## config.mk

```make
export PLATFORM = sky130hd
export DESIGN_NAME = systolic_ctrl
export DESIGN_NICKNAME = d
export VERILOG_FILES = /design/src/rtl/systolic_ctrl.sv
export SDC_FILE = /design/constraint.sdc
export NUM_CORES = 1
export LEC_CHECK = 0
export BUFFER_PORTS_ARGS = -buffer_cell sky130_fd_sc_hd__buf_2
export CAP_MARGIN = 20
export CORE_AREA = 2 2 97 99
export CTS_BUF_LIST = sky130_fd_sc_hd__clkbuf_8 sky130_fd_sc_hd__clkbuf_16
export DETAILED_ROUTE_END_ITERATION = 10
export DIE_AREA = 0 0 99 101
export GPL_TIMING_DRIVEN = 0
export PLACE_DENSITY = 0.81
export SYNTH_ARGS = -nofsm -noshare
export SYNTH_HDL_FRONTEND = slang
export SYNTH_SLANG_ARGS = --single-unit
export TNS_END_PERCENT = 100
```

## constraint.sdc

```tcl
create_clock -name clk -period 3.1 [get_ports clk]
set_clock_uncertainty 0.05 [all_clocks]
set_input_delay 0.62 -clock clk [delete_from_list [all_inputs] [get_ports clk]]
set_output_delay 0.62 -clock clk [all_outputs]
set_load 0.005 [all_outputs]
```

## src/rtl/systolic_ctrl.sv

```systemverilog
// Sequencer for an N x N weight-stationary systolic array: loads weights, streams
// activation rows, and writes back results once they emerge from the array.
module systolic_ctrl #(
    parameter int unsigned N       = 4,
    parameter int unsigned LAT     = 2 * N,
    parameter int unsigned ROW_W   = 16,
    localparam int unsigned WtAddrW = (N > 1) ? $clog2(N) : 1
) (
    input  logic               clk,
    input  logic               rst_n,
    input  logic               start_i,
    input  logic               reuse_wt_i,
    input  logic [ROW_W-1:0]   num_rows_i,
    output logic               busy_o,
    output logic               done_o,
    output logic               wt_rd_en_o,
    output logic [WtAddrW-1:0] wt_rd_addr_o,
    output logic               wt_load_o,
    output logic               act_rd_en_o,
    output logic [ROW_W-1:0]   act_rd_addr_o,
    output logic               out_wr_en_o,
    output logic [ROW_W-1:0]   out_wr_addr_o
);

    typedef enum logic [2:0] {
        StIdle,
        StWload,
        StWsettle,
        StStream,
        StDrain,
        StDone
    } state_e;

    state_e               state_q;
    logic                 busy_q;
    logic                 done_q;
    logic                 wt_rd_en_q;
    logic [WtAddrW-1:0]   wt_rd_addr_q;
    logic                 wt_load_q;
    logic                 act_rd_en_q;
    logic [ROW_W-1:0]     act_rd_addr_q;
    logic [ROW_W-1:0]     out_wr_addr_q;
    logic [ROW_W-1:0]     rows_q;
    logic [ROW_W-1:0]     wr_cnt_q;
    logic [1:0]           settle_q;
    // Bit k is act_rd_en delayed k+1 cycles; the top bit is the write strobe.
    logic [LAT-1:0]       wr_sr_q;

    // Job FSM, weight-load alignment, result delay line and write addressing.
    always_ff @(posedge clk or negedge rst_n) begin
        if (!rst_n) begin
            state_q       <= StIdle;
            busy_q        <= 1'b0;
            done_q        <= 1'b0;
            wt_rd_en_q    <= 1'b0;
            wt_rd_addr_q  <= '0;
            wt_load_q     <= 1'b0;
            act_rd_en_q   <= 1'b0;
            act_rd_addr_q <= '0;
            out_wr_addr_q <= '0;
            rows_q        <= '0;
            wr_cnt_q      <= '0;
            settle_q      <= '0;
            wr_sr_q       <= '0;
        end else begin
            // Weight capture lines up with read data returning one cycle later.
            wt_load_q <= wt_rd_en_q;
            wr_sr_q   <= {wr_sr_q[LAT-2:0], act_rd_en_q};
            done_q    <= 1'b0;

            // Address is set one cycle ahead so it is valid with the write strobe.
            if (wr_sr_q[LAT-2]) begin
                out_wr_addr_q <= wr_cnt_q;
                wr_cnt_q      <= wr_cnt_q + ROW_W'(1);
            end

            unique case (state_q)
                StIdle: begin
                    if (start_i) begin
                        rows_q   <= num_rows_i;
                        wr_cnt_q <= '0;
                        busy_q   <= 1'b1;
                        if (num_rows_i == '0) begin
                            state_q <= StDone;
                            done_q  <= 1'b1;
                        end else if (reuse_wt_i) begin
                            state_q       <= StStream;
                            act_rd_en_q   <= 1'b1;
                            act_rd_addr_q <= '0;
                        end else begin
                            state_q      <= StWload;
                            wt_rd_en_q   <= 1'b1;
                            wt_rd_addr_q <= WtAddrW'(N - 1);
                        end
                    end
                end
                StWload: begin
                    // Rows are fed last-first so they shift into their home rows.
                    if (wt_rd_addr_q == '0) begin
                        state_q    <= StWsettle;
                        wt_rd_en_q <= 1'b0;
                        settle_q   <= '0;
                    end else begin
                        wt_rd_addr_q <= wt_rd_addr_q - WtAddrW'(1);
                    end
                end
                StWsettle: begin
                    // Last data return plus the two-stage MAC weight register.
                    if (settle_q == 2'd2) begin
                        state_q       <= StStream;
                        act_rd_en_q   <= 1'b1;
                        act_rd_addr_q <= '0;
                    end else begin
                        settle_q <= settle_q + 2'd1;
                    end
                end
                StStream: begin
                    if (act_rd_addr_q == rows_q - ROW_W'(1)) begin
                        state_q     <= StDrain;
                        act_rd_en_q <= 1'b0;
                    end else begin
                        act_rd_addr_q <= act_rd_addr_q + ROW_W'(1);
                    end
                end
                StDrain: begin
                    if (wr_sr_q[LAT-1] && (out_wr_addr_q == rows_q - ROW_W'(1))) begin
                        state_q <= StDone;
                        done_q  <= 1'b1;
                    end
                end
                StDone: begin
                    state_q <= StIdle;
                    busy_q  <= 1'b0;
                end
                default: begin
                    state_q <= StIdle;
                    busy_q  <= 1'b0;
                end
            endcase
        end
    end

    assign busy_o        = busy_q;
    assign done_o        = done_q;
    assign wt_rd_en_o    = wt_rd_en_q;
    assign wt_rd_addr_o  = wt_rd_addr_q;
    assign wt_load_o     = wt_load_q;
    assign act_rd_en_o   = act_rd_en_q;
    assign act_rd_addr_o = act_rd_addr_q;
    assign out_wr_en_o   = wr_sr_q[LAT-1];
    assign out_wr_addr_o = out_wr_addr_q;

endmodule

```

==> results.txt <==
----------------------------------------------------
[Status]
  Status ... finished, violations left
  Violations in the final reports ... setup timing

[Placement]
  Half-perimeter wire length after placement ... 7.73 mm
  Placer's final routability congestion estimate ... 0.897
  Count of port buffers added during placement ... 59

[Die]
  Count of pins on the block boundary ... 60
  Die Area ... 10000 sq um
  Width of the chip ... 99 um
  Effective utilization at floorplan ... 50.6%
  Core area ... 8980 sq um
  Die height ... 101 um
  # rows ... 35

[Job]
  Max-cap violation count ... 0

[CTS]
  Root Driver ... clkbuf_8
  Clock tree buffer depth ... 2
  Sink Count ... 84
  Clock tree from TritonCTS ... built
  Max H-tree Level ... 3
  CTS clock-pin slew for the worst setup and hold paths ... 80 ps
  CTS buffer count ... 9
  Number of buffers inserted by hold repair at cts ... 0
  Insertion delay of the later-clocked pin in the worst-skew pair ... 370 ps

[STA]
  Final worst path period share ... 104%
  Post-route minimum period ... 3240 ps
  Final Max Tran Viols ... 0
  Worst setup slack after layout ... -138 ps
  Upper clock frequency limit ... 309 MHz
  Final Hold Slack ... 35.6 ps
  Max-slew headroom ... 43.5%
  Final count of negative-setup-slack endpoints ... 15
  Unrepaired setup endpoints after global routing ... true
  Measured slew at the worst slew-check pin ... 842 ps
  Final Hold Vio Count ... 0

[Synth]
  Gate count after technology mapping ... 451
  Net count of the mapped netlist ... 476
  Sequential share of the synthesized area ... 46.3%
  Share of the synthesized area in the top cell type ... 46.3%
  Post-synthesis async set-or-reset flop share ... 100%
  Mean cell area of the mapped netlist ... 10.1 sq um
  Flip-flop and latch count after synthesis ... 84
  Primary flip-flop cell chosen by synthesis mapping ... dfrtp_1
  Ranking of synthesized cells by area ... dfrtp_1 46%, mux2_2 7.2%, xnor2_1 6.8%, xor2_1 5.2%, nor2_1 3.5%
  Top cells by instance count after synthesis ... 84 x dfrtp_1, 42 x nor2_1, 35 x nand2_1, 35 x xnor2_1, 29 x mux2_2
  Number of synthesized flops with an enable pin ... 0
  Cell taking the most area after synthesis ... dfrtp_1
  Count of different cell masters after synthesis ... 52
  Leading cell type by number of instances after synthesis ... dfrtp_1
  Synthesized area ... 4540 sq um
  Ys Warns ... 0

[Pwr]
  Leakage power ... 2.41 nW
  Largest voltage drop on the vdd net ... 0.000395 V
  Total power ... 4.70 mW
  Pwr/cell area ... 844 nW/um^2

[Critical path]
  Kind of end point of the critical path ... flip-flop
  Slowest cell delay on critical path ... 550 ps
  Worst R2R Setup Slack ... -140 ps
  Critical Path Slowest Stage Cell ... or4_4
  Crit path launch type ... flip-flop
  Reg-to-reg critical path endpoint ... act_rd_addr_o[6]$_DFFE_PN0P_
  Largest driver fanout on the critical path ... 9
  Most common cell on crit path ... buf_6
  Data arrival time of the worst path ... 3450 ps
  Ordered cell list for the critical path ... or4_4 -> buf_6 -> nor4_2 -> mux2_2 -> a2111oi_2 -> and4_1 -> buf_6 -> nand2_4 -> a22o_1 -> a31o_2
  Path depth of the worst reg2reg path ... 10
  Required time of the critical path ... 3310 ps
  FF-to-FF Start ... rows_q[4]$_DFFE_PN0P_
  CP Class ... flip-flop to flip-flop

[Finish]
  Sequential cell area ... 2110 sq um
  Final nets ... 567
  Area of the multi-input gates ... 2490 sq um
  Share of final-layout standard cells stronger than drive strength 1 ... 30.9%
  Area Overhead vs Synth ... 22.5%
  Fill count ... 703
  Antenna diodes ... 0

[Global routing]
  All-Layer GR Usage ... 23.3%
  Number of global-route vias before repair ... 3584
  Wire length of the first global-routing pass ... 18.2 mm
  Pin count of the biggest net entering global routing ... 75
  Number of antenna violations at the first check in global routing ... 0
  Total grt overflow ... 0

[Drt]
  Initial detailed-routing violation count ... 279
  Wire length after detailed routing ... 11.8 mm
  DR vias ... 3919
  Post-route DRC violation count ... 0
  Average wire length per cell after detail routing ... 17.9 um
  Via density per instance ... 5.96
  Number of nets with antenna violations after routing ... 0
  Initial DRT Pass Iterations ... 5

[Hold path]
  Worst min-delay path category ... input pin to async pin

----------------------------------------------------
-- placed cells by master (no fill, tap or decap), types with 4 or more instances in the layout --
cell      count
dfrtp_1      77
buf_2        61
nor2_1       41
nand2_1      33
xnor2_1      32
mux2_2       29
xor2_1       26
o21ai_0      23
nand3_1      22
buf_4        19
a21oi_1      15
nand4_1      11
inv_1        10
clkbuf_1      9
clkbuf_8      9
buf_1         7
dfrtp_2       7
or3_1         6
nor3_1        6
and3_1        6
or4_4         5
nand2b_1      5
o211ai_1      4
and4_1        4
ha_1          4
-- critical path: cells and delay by family, from the launching register on --
family | cells | cell delay, ps
AO/OA/AOI/OAI | 3 | 670
multiplexers | 1 | 410
buffers and inverters | 2 | 300
AND/OR/NAND/NOR | 4 | 1270
flip-flops | 1 | 420
-- sequential cells by signal, summed over array words and instances (netlist names) --
signal	count
act_rd_en_o	1
wt_rd_addr_o	2
rows_q	16
act_rd_addr_o	16
wr_sr_q	8
out_wr_addr_o	16
state_q	3
busy_o	1
settle_q	2
wt_rd_en_o	1
done_o	1
wr_cnt_q	16
wt_load_o	1
-- power by group --
part / leakage (nW) / internal [mW] / switching [mW]
combinational: 1.32 / 0.927 / 0.992
sequential: 0.971 / 1.49 / 0.425
clock: 0.115 / 0.452 / 0.408
-- repair_timing --
item	in CTS	in global routing
resized for setup	28	16
gates cloned	1	1
buffers inserted	11	8
setup endpoints to repair	17	21
pin swaps	17	10
-- stage by stage --
stage	instance area [sq um]	setup TNS [ps]	cells	util, %	setup WS [ps]
2_1_floorplan	4550	0	451	-	11.2
3_3_place_gp	4990	-3360	621	55.6	-450
3_5_place_dp	5020	-4000	622	55.9	-451
4_1_cts	5420	-21.0	649	60.4	-11.3
5_1_grt	5560	-1690	658	62.0	-182
6_report	5560	-579	658	62.0	-138
-- cell type report --
cell class,instances,area share [%]
multi-input cells,336,44.7
flip-flops and latches,84,37.9
repair buffers,81,8.66
well taps,111,2.50
clock buffers,9,2.23
clock inverters,7,1.64
plain buffers,19,1.57
inverters,11,0.742
-- layer usage --
metal / part of all wire, % / wire length [um] / track usage [%]
met4: 2.0 / 240 / 7.27
met2: 49 / 5770 / 37.0
met1: 42 / 4900 / 32.2
met5: 0 / 0 / 0
met3: 7.5 / 881 / 5.13
-- worst max path at each step --
stage / from / endpoint / slack, ps / cells after the start
after floorplan: rows_q[5]$_DFFE_PN0P_ / act_rd_addr_o[6]$_DFFE_PN0P_ / 10 / 10
after global placement: rows_q[5]$_DFFE_PN0P_ / done_o$_DFF_PN0_ / -450 / 9
after detailed placement: rows_q[5]$_DFFE_PN0P_ / done_o$_DFF_PN0_ / -450 / 9
after CTS: rows_q[6]$_DFFE_PN0P_ / act_rd_addr_o[6]$_DFFE_PN0P_ / -10 / 10
after global routing: rows_q[10]$_DFFE_PN0P_ / done_o$_DFF_PN0_ / -180 / 8
final: rows_q[4]$_DFFE_PN0P_ / act_rd_addr_o[6]$_DFFE_PN0P_ / -140 / 10
-- cell families (layout without fill, tap and decap cells) --
family                   Yosys count  after routing  share of synthesized area (%)
buffers and inverters             31            127                           2.78
adder cells (fa/ha/maj)            6              6                           1.60
AND/OR/NAND/NOR                  169            169                           19.7
XOR/XNOR                          63             63                           12.5
flip-flops                        84             84                           46.3
AO/OA/AOI/OAI                     66             66                           9.26
multiplexers                      32             32                           7.86
Note: power is estimated with default switching activity, not from simulation.
